--- config.mk ---
export PLATFORM = sky130hd
export DESIGN_NAME = clock_freq_meter
export DESIGN_NICKNAME = d
export VERILOG_FILES = /design/src/rtl/clock_freq_meter_pkg.sv /design/src/rtl/clock_freq_meter_sync_edge_detect.sv /design/src/rtl/clock_freq_meter.sv
export SDC_FILE = /design/constraint.sdc
export NUM_CORES = 1
export LEC_CHECK = 0
export CAP_MARGIN = 10
export CORE_UTILIZATION = 55
export CTS_CLUSTER_SIZE = 20
export DETAILED_ROUTE_END_ITERATION = 6
export PLACE_DENSITY_LB_ADDON = 0.05
export RECOVER_POWER = 100
export SYNTH_ARGS = -nofsm -noshare
export SYNTH_HDL_FRONTEND = slang
export SYNTH_HIERARCHICAL = 1
export SYNTH_SLANG_ARGS = --single-unit
--- constraint.sdc ---
create_clock -name clk_in -period 3 [get_ports clk_in]
set_clock_uncertainty 0.2 [all_clocks]
set_input_delay 0.6 -clock clk_in [delete_from_list [all_inputs] [get_ports clk_in]]
set_output_delay 0.6 -clock clk_in [all_outputs]
set_load 0.005 [all_outputs]
--- src/rtl/clock_freq_meter_pkg.sv ---
// Shared types and defaults for the clock measurement tools.
// State encoding and synchronizer depth used by the meter and its helpers.
package clock_freq_meter_pkg;

   typedef enum logic [1:0] {
      ST_IDLE    = 2'd0,
      ST_ARM     = 2'd1,
      ST_MEASURE = 2'd2
   } meter_state_e;

   localparam int unsigned DEF_SYNC_STAGES = 2;

endpackage

--- src/rtl/clock_freq_meter_sync_edge_detect.sv ---
// Synchronizes an asynchronous signal and flags its rising edges.
// Latency from input rise to rise_o is SYNC_STAGES+1 clocks.
module sync_edge_detect
   import clock_freq_meter_pkg::*;
#(
   parameter int unsigned SYNC_STAGES = DEF_SYNC_STAGES
) (
   input  logic clk_i,
   input  logic rst_ni,
   input  logic sig_i,
   output logic rise_o
);

   logic [SYNC_STAGES-1:0] sync_q;
   logic                   prev_q;
   logic                   rise_q;

   always_ff @(posedge clk_i or negedge rst_ni) begin
      if (!rst_ni) begin
         sync_q <= '0;
         prev_q <= 1'b0;
         rise_q <= 1'b0;
      end else begin
         sync_q <= {sync_q[SYNC_STAGES-2:0], sig_i};
         prev_q <= sync_q[SYNC_STAGES-1];
         rise_q <= sync_q[SYNC_STAGES-1] & ~prev_q;
      end
   end

   assign rise_o = rise_q;

endmodule

--- src/rtl/clock_freq_meter.sv ---
// Gated edge counter and edge-to-edge period meter for a slow
// or external clock observed in the clk_in domain.
module clock_freq_meter
   import clock_freq_meter_pkg::*;
#(
   parameter int unsigned GATE_CYCLES  = 1000,
   parameter int unsigned COUNT_WIDTH  = 16,
   parameter int unsigned PERIOD_WIDTH = 16,
   parameter int unsigned SYNC_STAGES  = DEF_SYNC_STAGES
) (
   input  logic                    clk_in,
   input  logic                    reset_n,
   input  logic                    enable,
   input  logic                    sig_in,
   output logic [COUNT_WIDTH-1:0]  edge_count,
   output logic                    count_valid,
   output logic                    overflow,
   output logic                    sig_present,
   output logic [PERIOD_WIDTH-1:0] period,
   output logic                    period_valid
);

   localparam int unsigned GW = $clog2(GATE_CYCLES);
   localparam logic [GW-1:0] GATE_LAST = GW'(GATE_CYCLES - 1);

   meter_state_e state_q, state_d;

   logic [GW-1:0]           gate_cnt_q, gate_cnt_d;
   logic [COUNT_WIDTH-1:0]  edge_cnt_q, edge_cnt_d;
   logic                    win_ovf_q, win_ovf_d;
   logic [PERIOD_WIDTH-1:0] per_cnt_q, per_cnt_d;
   logic                    armed_q, armed_d;

   logic [COUNT_WIDTH-1:0]  edge_count_q, edge_count_d;
   logic                    overflow_q, overflow_d;
   logic                    present_q, present_d;
   logic [PERIOD_WIDTH-1:0] period_q, period_d;
   logic                    cv_q, cv_d;
   logic                    pv_q, pv_d;

   logic                    rise;
   logic                    measuring;
   logic                    win_end;
   logic                    edge_sat;
   logic [COUNT_WIDTH-1:0]  edge_sum;
   logic                    ovf_sum;

   sync_edge_detect #(
      .SYNC_STAGES (SYNC_STAGES)
   ) u_sync (
      .clk_i  (clk_in),
      .rst_ni (reset_n),
      .sig_i  (sig_in),
      .rise_o (rise)
   );

   always_comb begin
      state_d = state_q;
      unique case (state_q)
         ST_IDLE:    if (enable) state_d = ST_ARM;
         ST_ARM:     state_d = ST_MEASURE;
         ST_MEASURE: state_d = ST_MEASURE;
         default:    state_d = ST_IDLE;
      endcase
      if (!enable) state_d = ST_IDLE;
   end

   // A rise on the last gate cycle still belongs to the closing window.
   assign measuring = (state_q == ST_MEASURE) && enable;
   assign win_end   = measuring && (gate_cnt_q == GATE_LAST);
   assign edge_sat  = &edge_cnt_q;
   assign edge_sum  = edge_sat ? edge_cnt_q
                               : edge_cnt_q + COUNT_WIDTH'(rise);
   assign ovf_sum   = win_ovf_q | (edge_sat & rise);

   always_comb begin
      gate_cnt_d   = '0;
      edge_cnt_d   = '0;
      win_ovf_d    = 1'b0;
      per_cnt_d    = '0;
      armed_d      = 1'b0;
      edge_count_d = edge_count_q;
      overflow_d   = overflow_q;
      present_d    = present_q;
      period_d     = period_q;
      cv_d         = 1'b0;
      pv_d         = 1'b0;
      if (measuring) begin
         if (win_end) begin
            edge_count_d = edge_sum;
            overflow_d   = ovf_sum;
            present_d    = |edge_sum;
            cv_d         = 1'b1;
         end else begin
            gate_cnt_d = gate_cnt_q + GW'(1);
            edge_cnt_d = edge_sum;
            win_ovf_d  = ovf_sum;
         end
         armed_d = armed_q | rise;
         if (rise) begin
            per_cnt_d = PERIOD_WIDTH'(1);
            if (armed_q) begin
               period_d = per_cnt_q;
               pv_d     = 1'b1;
            end
         end else if (armed_q) begin
            per_cnt_d = (&per_cnt_q) ? per_cnt_q
                                     : per_cnt_q + PERIOD_WIDTH'(1);
         end
      end
   end

   always_ff @(posedge clk_in or negedge reset_n) begin
      if (!reset_n) begin
         state_q      <= ST_IDLE;
         gate_cnt_q   <= '0;
         edge_cnt_q   <= '0;
         win_ovf_q    <= 1'b0;
         per_cnt_q    <= '0;
         armed_q      <= 1'b0;
         edge_count_q <= '0;
         overflow_q   <= 1'b0;
         present_q    <= 1'b0;
         period_q     <= '0;
         cv_q         <= 1'b0;
         pv_q         <= 1'b0;
      end else begin
         state_q      <= state_d;
         gate_cnt_q   <= gate_cnt_d;
         edge_cnt_q   <= edge_cnt_d;
         win_ovf_q    <= win_ovf_d;
         per_cnt_q    <= per_cnt_d;
         armed_q      <= armed_d;
         edge_count_q <= edge_count_d;
         overflow_q   <= overflow_d;
         present_q    <= present_d;
         period_q     <= period_d;
         cv_q         <= cv_d;
         pv_q         <= pv_d;
      end
   end

   assign edge_count   = edge_count_q;
   assign count_valid  = cv_q;
   assign overflow     = overflow_q;
   assign sig_present  = present_q;
   assign period       = period_q;
   assign period_valid = pv_q;

endmodule

==> run summary, run 1 <==
The flow ran to the end, but the final reports show violations. The checks that failed: DRC. The die is 84.9 um tall. The portion of synthesized area spent on multiplexers is 5.86%.

For the number of setup buffers added after CTS, the log shows 0. The number of warnings issued by yosys was 6; the worst hold path cell count was 0. Using the TritonRoute via totals, the vias-per-cell ratio works out to 5.57. Effective utilization at floorplan: 58.1%. The worst hold path terminates at u_sync/prev_q. Entering global routing, the biggest net connects 49 pins. The layout has 535 filler cells. The final critical-path setup slack was 0.254 ns; the post-route clock period utilization was 91.5%. By area the synthesized netlist is led by sky130_fd_sc_hd__dfrtp_1, sky130_fd_sc_hd__nor2_1, sky130_fd_sc_hd__mux2_2, sky130_fd_sc_hd__nand2_1, sky130_fd_sc_hd__xor2_1.

The run gives 0.25 ns as the register-to-register setup slack. The count of final max-slew check failures is 0. TritonCTS built the clock tree.

The worst path in the final design needs a cycle of 2.75 ns, including I/O delays and setup. After detailed routing, the average wire length per cell comes to 14.3 um. Across every metal layer, demand over resource in global routing totals 21.2%. The logs give 11.8 mm for the global-route wire length before repair and 2.77 ns for the arrival time of data at the critical path endpoint. The detailed router finished its first iteration with 138 violations. The standard-cell row count came out at 29. The biggest area contributor in the post-synthesis netlist is sky130_fd_sc_hd__dfrtp_1. The run gives 0.830 as the final weighted congestion in routability-driven placement. In this run the critical register-to-register path is launched from u_sync/rise_o. The number of clock buffers added by TritonCTS is 9. The post-route setup TNS is 0 ns. In this run, distinct cell masters in the synthesized netlist total 42. The logs give 407 for the layout net count and 4440 um^2 for the finished layout cell area.

After synthesis, flip-flops and latches occupy 57.0% of the total area. The first TritonRoute pass finished after 7 iterations. For this design the static power due to leakage is 2.08 nW.

Summing the areas of all and, or, nand and nor instances in the mapped netlist gives 20.4% of the synthesized area. The most used flip-flop cell after synthesis is sky130_fd_sc_hd__dfrtp_1. For this run, asynchronously set or reset flops after synthesis account for 100%. The count of cells in the finished layout, fillers not included, comes to 479.

For the worst-case clock buffer depth, the log shows 2. For this run, design rule violations remaining after detail routing come to 7. For this design the ratio of total power to cell area is 464 nW/um^2. The root buffer cell was sky130_fd_sc_hd__clkbuf_8. A synthesized cell averages 10.8 um^2.

The run gives 364 MHz as the top achievable clock speed. The transition time at the pin with the least slew margin is 1.15 ns. STA classifies the critical path endpoint as a flop. The logs give 2476 for the number of global-route vias before repair and 349 for the synthesized instance count.

The total of flip-flops plus latches after synthesis was 86. The max-capacitance violation count is 0, and the I/O pin count is 40. OpenSTA, run right after detailed placement, puts the worst setup slack at 0.273 ns. VDD sags by at most 304 uV. The adder-cell area share of the yosys netlist came out at 1.99%. The final layout contains routed wiring with a total length of 6.86 mm. Category of the most critical setup path: reg -> reg.

The routed layout has 2670 vias. The leading cell type by number of instances after synthesis is sky130_fd_sc_hd__dfrtp_1. The overall power came out at 2.06 mW. The count of buffers inserted at the top-level ports came out at 39.

The run gives 0 as the number of antenna violations at the first check in global routing. The number of synthesized flops with an enable pin is 0, and the remaining antenna violation count is 0. Measured along the x axis, the die boundary spans 84.9 um.

The core region is 6490 um^2. The run gives 3780 um^2 as the post-synthesis instance area. The H-tree was split into 3 levels. In this run the worst hold path is classified as reg -> reg. In this run, post-CTS hold repair placed 0 buffers. For the worst flop-to-flop path, the logic depth is 9. The share of cells above drive strength 1 is 10.4%, and the net count of the mapped netlist is 359. At the later pin of the worst-skew pair, clock insertion delay measures 0.35 ns. The critical path required time is 3.02 ns, and the number of endpoints failing setup at the final stage is 0.

In this run the worst setup path begins at u_sync/rise_o. The critical path startpoint category was a flop. The global-route congestion overflow total was 0; the number of endpoints with negative hold slack in the final report was 0. The die covers 7200 um^2. The instance area at placement was 4280 um^2; the TritonCTS sink count was 86. By area, the combinational part of the netlist is dominated by simple AND/OR/NAND/NOR gates.

The synthesized netlist devotes 6.23% of its cell area to compound gates. Setup repair after global routing left no endpoint under its margin. Compared with the post-synthesis result, the final layout area differs by 17.5%. The top-area cell type share of the netlist area is 57.0%. The worst slew margin relative to its limit was 23.1%; the number of placed instances with taps included was 463.

The tools report the total inserted antenna cells as 0. The post-cts sizing count is 0. In this run the critical register-to-register path is captured at sig_present.

The launch instance of the worst min-delay path was u_sync/sync_q[1]. Summing the areas of all xor and xnor instances in the mapped netlist gives 6.49% of the synthesized area. The clock-pin slew on the worst setup and hold paths was 0.08 ns. In the synthesized netlist, the cells that appear most often are sky130_fd_sc_hd__dfrtp_1, sky130_fd_sc_hd__nor2_1, sky130_fd_sc_hd__nand2_1, sky130_fd_sc_hd__o21ai_0, sky130_fd_sc_hd__mux2_2. The largest driver fanout on the critical path came out at 6. HPWL after detailed placement: 4.93 mm.
==> critical path: stages, from the launching register on <==
cell and delay, ns:
sky130_fd_sc_hd__dfrtp_1 0.44, sky130_fd_sc_hd__ha_1 0.20, sky130_fd_sc_hd__ha_1 0.21, sky130_fd_sc_hd__and4_1 0.26
sky130_fd_sc_hd__nand4_1 0.13, sky130_fd_sc_hd__a2111oi_1 0.50, sky130_fd_sc_hd__xnor2_1 0.22, sky130_fd_sc_hd__nand2_1 0.10
sky130_fd_sc_hd__nor4_1 0.26, sky130_fd_sc_hd__a2bb2oi_1 0.09
==> state kept, by name, summed over array words and instances, names as in the netlist <==
register,cells
edge_count,16
win_ovf_q,1
edge_cnt_q,16
state_q,2
u_sync/sync_q,2
u_sync/prev_q,1
period_valid,1
period,16
u_sync/rise_o,1
per_cnt_q,16
gate_cnt_q,10
overflow,1
sig_present,1
armed_q,1
count_valid,1
==> cell type report <==
cell class / instances / area (um^2) / share of cell area, %
clock buffer: 10 / 138 / 3.10
clock inverter: 6 / 67.6 / 1.52
inverter: 7 / 26.3 / 0.592
multi-input combinational: 247 / 1540 / 34.8
sequential: 86 / 2150 / 48.5
tap: 77 / 96.3 / 2.17
timing repair buffer: 46 / 413 / 9.31
==> metrics by stage <==
stage / utilization, % / hold WS (ns)
5_1_grt: 68.3 / 0.188
4_1_cts: 69.0 / 0.0744
6_report: 68.3 / 0.177
3_5_place_dp: 65.8 / 0.152
3_3_place_gp: 65.8 / 0.133
2_1_floorplan: - / 0.104
==> report_power, final <==
group	leakage (nW)	internal, mW	total (mW)	switching (mW)
registers	1.19	1.17	1.18	0.00687
clock network	0.0993	0.412	0.827	0.415
logic	0.786	0.0140	0.0589	0.0448
total	2.08	1.59	2.06	0.467
==> metal layers <==
metal	GRT usage, %	share of wire, %
met2	31.6	46
met4	9.40	1.5
met5	0	0
met3	3.79	3.4
met1	30.8	49
==> cell usage in the layout (no fill, tap or decap), drive strengths merged, types with 3 or more instances in the layout <==
cell         count
dfrtp           86
nor2            52
nand2           38
dlygate4sd3     38
o21ai           23
clkbuf          18
mux2            17
nand3           17
xor2            16
xnor2           12
nand4           11
and3             9
inv              9
and2             7
ha               6
a21oi            5
nor3             4
and4             3
mux2i            3
==> worst max-delay path by stage <==
stage             endpoint  slack (ns)  cells after the start
6_report       sig_present        0.25                      9
4_1_cts        sig_present        0.26                      9
3_5_place_dp   sig_present        0.27                      9
3_3_place_gp   sig_present        0.40                      9
2_1_floorplan  sig_present        0.56                      9
5_1_grt        sig_present        0.06                      9
==> cells by family (layout without fill, tap and decap cells) <==
family                   count (synthesis)  in the layout
XOR/XNOR                                28             28
adder cells (fa/ha/maj)                  6              6
AO/OA/AOI/OAI                           40             40
buffers and inverters                   16             69
AND/OR/NAND/NOR                        153            153
flip-flops                              86             86
multiplexers                            20             20
No activity file was read; power rests on OpenSTA's default activity.
==> run 2: changes to the inputs <==
- MAX_ROUTING_LAYER: default -> met4
==> run summary, run 2 (synthesized netlist as in run 1, its figures left out) <==
The flow ran to the end, but the final reports show violations. The final reports fail on DRC. The tools report the worst voltage drop across the vdd grid as 304 uV. From synthesis to final layout, the design area changed by 17.5%. The core region is 6490 um^2.

After clock tree synthesis, the flow added hold-fix buffers numbering 0. Power comes to 2.06 mW. The global routing usage summed across all routing layers is 21.9%, and the maximum number of pins on one net before global-route repair is 49. The logs give 7 for the detailed-router iteration count before antenna repair and 2475 for the number of global-route vias before repair.

40 I/O pins were placed. Setup slack closes at 0.256 ns. Wires add up to 6.85 mm.

The worst-case clock buffer depth was 2. The signal on the critical path passes through ha_1, ha_1, and4_1, nand4_1, a2111oi_1, xnor2_1, nand2_1, nor4_1, a2bb2oi_1. The sequential standard cell area was 2150 um^2; the largest driver fanout on the critical path was 6.

The critical path contains buffers and inverters numbering 0 combined. Derived from the worst setup path, the maximum achievable clock frequency is 364 MHz. At the end of the flow, the number of nets in the layout was 407. For the remaining antenna violation count, the log shows 0.

The number of setup buffers added after CTS is 0, and the effective utilization at floorplan is 58.1%. The total die area was 7200 um^2. Post-place setup slack: 0.273 ns. By instance count, the cell type seen most on the critical path is sky130_fd_sc_hd__ha_1. Data arrives at the worst endpoint at 2.76 ns. The post-route clock period utilization is 91.5%.

Clock latency on the worst-skew pair, taken at its later pin, is 0.35 ns. The first global-routing pass estimated 11.8 mm of wire. Max-cap violations in this run came to 0. Clock tree synthesis selected as its root buffer the cell sky130_fd_sc_hd__clkbuf_8.

The number of remaining DRC errors is 7. For this design the ratio of total power to cell area is 464 nW/um^2. The number of gates resized after CTS was 0. The TritonCTS buffer count came out at 9.

Library cell contributing the largest single delay on the critical path: sky130_fd_sc_hd__a2111oi_1. STA classifies the critical path startpoint as a flop. The tools report the critical path required time as 3.02 ns. The number of endpoints with negative hold slack in the final report was 0; the via count normalized by instance count was 5.54.

The detailed router placed 2654 vias in this run. HPWL after detailed placement: 4.93 mm. The count of final max-slew check failures is 0, and the level count of the clock H-tree is 3.

TritonCTS sink count: 86. The run gives 29 as the standard-cell row count. The multi-input gate area in the final layout was 1540 um^2; the number of antenna violations at the first check in global routing was 0. In this design, the stage delay of the slowest critical-path cell is 0.50 ns. In the final layout, the share of cells above drive strength 1 is 10.4%. At the end of routability-driven placement, the weighted congestion stood at 0.843. The die span in y is 84.9 um.

Setup repair after global routing left no endpoint under its margin. The global-route congestion overflow total was 0; the final-layout fill cell count was 535. The path class of the tightest hold or removal check is reg -> reg. Summed over all cells, the static leakage comes to 2.08 nW. The run gives 0 ns as the post-route setup TNS.

The kind of cell with the highest combined delay along the critical path is simple AND/OR/NAND/NOR gates. Worst slew margin relative to its limit: 23.2%. The worst setup path is captured at a flop. The number of endpoints failing setup at the final stage came out at 0. The wire length per cell after detailed routing was 14.3 um.

In the layout the commonest cells are sky130_fd_sc_hd__dfrtp_1, sky130_fd_sc_hd__nor2_1, sky130_fd_sc_hd__nand2_1, sky130_fd_sc_hd__dlygate4sd3_1, sky130_fd_sc_hd__o21ai_0. Category of the most critical setup path: reg -> reg. TritonCTS built the clock tree. The number of antenna diodes in the final layout is 0. After clock tree synthesis, the clock-pin slew on the worst setup and hold paths is 0.08 ns. The count of routing violations after the opening detailed-route iteration was 136; the transition time at the pin with the least slew margin was 1.15 ns. The smallest clock period supported by the final layout is computed as 2.74 ns.

Port buffering added 39 buffers. The width of the die was 84.9 um. The most common cell after layout, fill and taps aside is sky130_fd_sc_hd__dfrtp_1.
-- run 2: layout make-up --
type / instances / share of cell area (%)
flip-flops and latches: 86 / 48.5
inverters: 7 / 0.592
repair buffers: 46 / 9.31
well taps: 77 / 2.17
clock inverters: 6 / 1.52
clock buffers: 10 / 3.10
multi-input cells: 247 / 34.8
-- run 2: metrics by stage --
step / std cells / area, um^2 / hold slack (ns) / utilization, %
6_report: 479 / 4440 / 0.177 / 68.3
3_3_place_gp: 463 / 4280 / 0.133 / 65.8
5_1_grt: 479 / 4440 / 0.188 / 68.3
3_5_place_dp: 463 / 4280 / 0.152 / 65.8
2_1_floorplan: 349 / 3780 / 0.104 / -
4_1_cts: 479 / 4480 / 0.0744 / 69.0
-- run 2: path summary, 6_finish.rpt --
path                             startpoint                to  slack [ns]  cells past startpoint
setup / recovery              u_sync/rise_o       sig_present        0.26                      9
hold / removal             u_sync/sync_q[1]     u_sync/prev_q        0.18                      0
setup reg to reg              u_sync/rise_o       sig_present        0.26                      9
hold reg to reg            u_sync/sync_q[1]     u_sync/prev_q        0.18                      0
max in group asynchronous           reset_n  u_sync/sync_q[1]        0.82                      2
min in group asynchronous           reset_n     edge_count[8]        0.27                      1
-- run 2: worst reg2reg max path: cells and delay by family (launching register included) --
| kind | cells | cell delay [ns] |
|---|---|---|
| compound gates | 2 | 0.59 |
| xor+xnor | 1 | 0.22 |
| flops | 1 | 0.44 |
| fa+ha+maj | 2 | 0.41 |
| simple gates | 4 | 0.74 |
-- run 2: per-layer routing --
metal  GRT usage, %  up-vias  part of all wire [%]
li1               -     1309                     -
met1           30.8     1274                    49
met3           3.79        8                   3.6
met5              -        -                     0
met4           9.40        0                   1.3
met2           31.7       63                    46
-- run 2: report_power, final --
| part | internal (mW) | leakage, nW | switching (mW) |
|---|---|---|---|
| Combinational | 0.0140 | 0.786 | 0.0450 |
| Clock | 0.412 | 0.0993 | 0.413 |
| Sequential | 1.17 | 1.19 | 0.00691 |
| Total | 1.59 | 2.08 | 0.464 |
